$ cat src/rtl/traffic_fsm.sv
// traffic_fsm: main/side-street light controller driving the interval timer handshake
module traffic_fsm #(
  parameter logic [3:0] T_BASE = 4'd6,
  parameter logic [3:0] T_EXT  = 4'd3,
  parameter logic [3:0] T_YEL  = 4'd2
) (
  input  logic       clk,
  input  logic       reset_sync,
  input  logic       sensor,
  input  logic       walk_req,
  input  logic       expired,
  output logic       start_t,
  output logic [3:0] tp_val,
  output logic [2:0] main_lt,
  output logic [2:0] side_lt,
  output logic       walk_lt
);
  typedef enum logic [2:0] {MG1, MG2, MY, WALK, SG, SGX, SY} state_t;
  state_t state, nxt;
  logic walk_pend, valid, adv;
  if (T_BASE == 4'd0 || T_EXT == 4'd0 || T_YEL == 4'd0) begin : g_bad_param
    $error("traffic_fsm: intervals must be 1..15");
  end
  // successor of the current state; stray encodings flag themselves invalid
  always_comb begin
    nxt = MG1;
    valid = 1'b1;
    case (state)
      MG1: nxt = sensor ? MY : MG2;
      MG2: nxt = MY;
      MY: nxt = walk_pend ? WALK : SG;
      WALK: nxt = SG;
      SG: nxt = sensor ? SGX : SY;
      SGX: nxt = SY;
      SY: nxt = MG1;
      default: valid = 1'b0;
    endcase
  end
  // the load cycle ignores expired because the timer flag is still stale then
  assign adv = !valid || (expired && !start_t);
  // state, load strobe and latched pedestrian request
  always_ff @(posedge clk or posedge reset_sync) begin
    if (reset_sync) begin
      state <= MG1;
      start_t <= 1'b1;
      walk_pend <= 1'b0;
    end else begin
      state <= adv ? nxt : state;
      start_t <= adv;
      walk_pend <= (adv && nxt == WALK) ? 1'b0 : (walk_req && state != WALK) ? 1'b1 : walk_pend;
    end
  end
  // lights and interval decode from the state register only; unknown states show all-red
  always_comb begin
    main_lt = 3'b100;
    side_lt = 3'b100;
    walk_lt = 1'b0;
    tp_val = T_BASE;
    case (state)
      MG1, MG2: main_lt = 3'b001;
      MY: begin
        main_lt = 3'b010;
        tp_val = T_YEL;
      end
      WALK: begin
        walk_lt = 1'b1;
        tp_val = T_EXT;
      end
      SG: side_lt = 3'b001;
      SGX: begin
        side_lt = 3'b001;
        tp_val = T_EXT;
      end
      SY: begin
        side_lt = 3'b010;
        tp_val = T_YEL;
      end
      default: tp_val = T_BASE;
    endcase
  end
endmodule
$ cat config.mk
export PLATFORM = sky130hd
export DESIGN_NAME = traffic_fsm
export DESIGN_NICKNAME = d
export VERILOG_FILES = /design/src/rtl/traffic_fsm.sv
export SDC_FILE = /design/constraint.sdc
export NUM_CORES = 1
export LEC_CHECK = 0
export BUFFER_PORTS_ARGS = -buffer_cell sky130_fd_sc_hd__buf_2
export CORE_MARGIN = 2
export CORE_UTILIZATION = 25
export CTS_CLUSTER_DIAMETER = 150
export CTS_CLUSTER_SIZE = 30
export DETAILED_ROUTE_END_ITERATION = 8
export HOLD_SLACK_MARGIN = 0.08
export PLACE_DENSITY = 0.53
export REMOVE_ABC_BUFFERS = 1
export SLEW_MARGIN = 20
export SYNTH_ARGS = -nofsm -noshare
export SYNTH_HDL_FRONTEND = slang
export SYNTH_SLANG_ARGS = --single-unit
export TNS_END_PERCENT = 10
$ cat constraint.sdc
create_clock -name clk -period 1.5 [get_ports clk]
set_clock_uncertainty 0.2 [all_clocks]
set_input_delay 0.3 -clock clk [delete_from_list [all_inputs] [get_ports clk]]
set_output_delay 0.3 -clock clk [all_outputs]
set_load 0.02 [all_outputs]
==> results.cfg <==
[place]
dpl_cell_area_um2 = 484
gp_congestion = 0.717
portBuffers = 14
hpwlAfterDp_um = 689
dpl.cell_count = 81

[clocking]
cts_root_buffer = clkbuf_4
h-tree-depth = 1
cts_tree = yes
clockBufferDepth = 2
cts_sinks = 5
path_clk_slew_ns = 0.05
cts_made_buffers = 3
clkLatencyLatePin_ns = 0.24

[sta]
max_freq_mhz = 596
grt_setup_unrepaired = yes
finalMaxSlewViolations = 0
period_minus_slack_ns = 1.68
finalSetupViolCount = 9
final-hold-violation-count = 0
fin_crit_sh_pct = 112
setup_slack_ns = -0.178

[setup_path]
path_cells = nor2b_4 > and2b_1 > nor2_1 > buf_4
slowest_stage = dfrtp_2
cp-end-kind = output port
arrival_ns = 1.18
critPathMaxStageDelay_ns = 0.45
crit_fanout = 6
required_ns = 1.00
start_kind = flip-flop
worstSetupPathType = flip-flop to output port

[routing]
first_pass_iters = 4
drtIter0Drc = 7
totalWireLength_um = 906
drc = 0
vias_per_cell = 4.30
ant_nets = 0
vias = 378
routedWlPerCell_um = 10.3

[layout]
final_cell_mix = buf_4 (13), buf_2 (8), nor2_1 (7)
layout_commonest_cell = buf_4
antenna_cells = 0
drive_above_1_share_pct = 48.6
nNetsFinal = 78
finalNonFillerCells = 88
areaGrowthSynthToFinish_pct = 46.6
fin_area_um2 = 574

[status]
status = complete, but fails checks
violations = setup timing

[synth]
ys_ff_latch = 5
synthDistinctLibCells = 20
syn_area_per_cell_um2 = 7.83
syn_inst = 50
netlist_area_um2 = 392
synth_warnings = 0
yosysSeqAreaShare_pct = 32.3

[floorplan]
fp.coreArea_um2 = 1490
rows = 14
die_y_um = 43.6
io_pins = 17
dieArea_um2 = 1900
initial_core_util_pct = 26.3
die_w_um = 43.6

[power_and_ir_drop]
peakVddDrop_mv = 1.52
cellPowerDensity_nw_per_um2 = 2360
p_leak_nw = 0.280

[grt]
grt_pass1_wl_mm = 1.55
grt_pass1_vias = 373
antenna_found_initial = 0
grt_max_degree = 9
globalRouteTotalUtil_pct = 10.8
overflow = 0

[hold_path]
hold_path_class = input pin to flip-flop

[flow_run]
cap_viol_max_count = 0
-- cells in the mapped netlist --
library cell | count | area (um2)
nor2_1 | 8 | 30.0
o21ai_0 | 5 | 25.0
a21oi_1 | 4 | 20.0
dfrtp_1 | 4 | 100
nand2_1 | 4 | 15.0
nand2b_1 | 3 | 18.8
and2b_1 | 2 | 15.0
buf_4 | 2 | 15.0
buf_6 | 2 | 22.5
conb_1 | 2 | 7.51
inv_1 | 2 | 7.51
nand3_1 | 2 | 10.0
nor2b_1 | 2 | 12.5
xor2_1 | 2 | 17.5
buf_2 | 1 | 5.00
dfstp_2 | 1 | 26.3
nor2b_4 | 1 | 13.8
nor3_2 | 1 | 10.0
o21a_1 | 1 | 7.51
o31ai_2 | 1 | 12.5
-- worst paths after layout --
path | startpoint | slack, ns | cells after the start | to
max in group asynchronous | reset_sync | 0.56 | 3 | start_t
max | state[2] | -0.18 | 4 | main_lt[2]
min | walk_req | 0.12 | 3 | walk_pend
max reg2reg | state[1] | 0.09 | 5 | state[0]
min in group asynchronous | reset_sync | 0.30 | 3 | state[2]
min reg2reg | walk_pend | 0.44 | 2 | walk_pend
-- kinds of logic after synthesis --
logic type / after synthesis / share of synthesized area (%)
AO/OA/AOI/OAI: 11 / 16.6
flip-flops: 5 / 32.3
AND/OR/NAND/NOR: 23 / 31.9
XOR/XNOR: 2 / 4.47
buffers and inverters: 7 / 12.8
other: 2 / 1.92
-- layer usage --
metal	vias to the layer above	routed length [um]	global-route usage [%]	share of wire, %
met3	0	29	1.25	3.2
met1	166	447	15.0	49
met2	11	429	15.6	47
met4	0	0	7.27	0
li1	201	-	-	-
met5	-	0	0	0
-- flip-flops by register name, summed over array words and instances, names as in the netlist --
name	flops
state	3
walk_pend	1
start_t	1
-- cell type report --
cell class / count / area (um2)
timing repair buffer: 23 / 159
inverter: 2 / 7.51
tap: 16 / 20.0
sequential: 5 / 129
fill: 159 / 915
clock buffer: 4 / 26.3
multi-input combinational: 38 / 233
-- through the flow --
step / hold slack (ns) / TNS [ns] / utilization, % / setup WS (ns) / total power [mW]
floorplan: -0.122 / -0.373 / - / -0.198 / 0.741
detailed placement: 0.0159 / 0 / 32.5 / 0.0147 / 1.05
global route: 0.143 / -1.58 / 38.6 / -0.223 / 1.46
global placement: 0.0153 / 0 / 32.5 / 0.0527 / 1.04
finish: 0.116 / -1.05 / 38.6 / -0.178 / 1.36
CTS: 0.101 / -1.19 / 37.3 / -0.176 / 1.32
-- where the power goes --
| part | switching (mW) | total (mW) | internal (mW) |
|---|---|---|---|
| Sequential | 0.0861 | 0.287 | 0.201 |
| Combinational | 0.481 | 0.911 | 0.430 |
| Clock | 0.0569 | 0.158 | 0.101 |
-- critical path, delay by kind of cell (launching register included) --
family / cells / cell delay, ns
simple gates: 3 / 0.33
flops: 1 / 0.45
buf+inv: 1 / 0.15
-- timing repair --
action | in CTS | in global routing
setup endpoints to repair | 9 | 9
pin swaps | 0 | 1
gates resized for setup | 11 | 4
setup buffers | 1 | 1
endpoints found under the hold margin | 5 | 0
hold buffers | 1 | 0
Note: power is estimated with default switching activity, not from simulation.
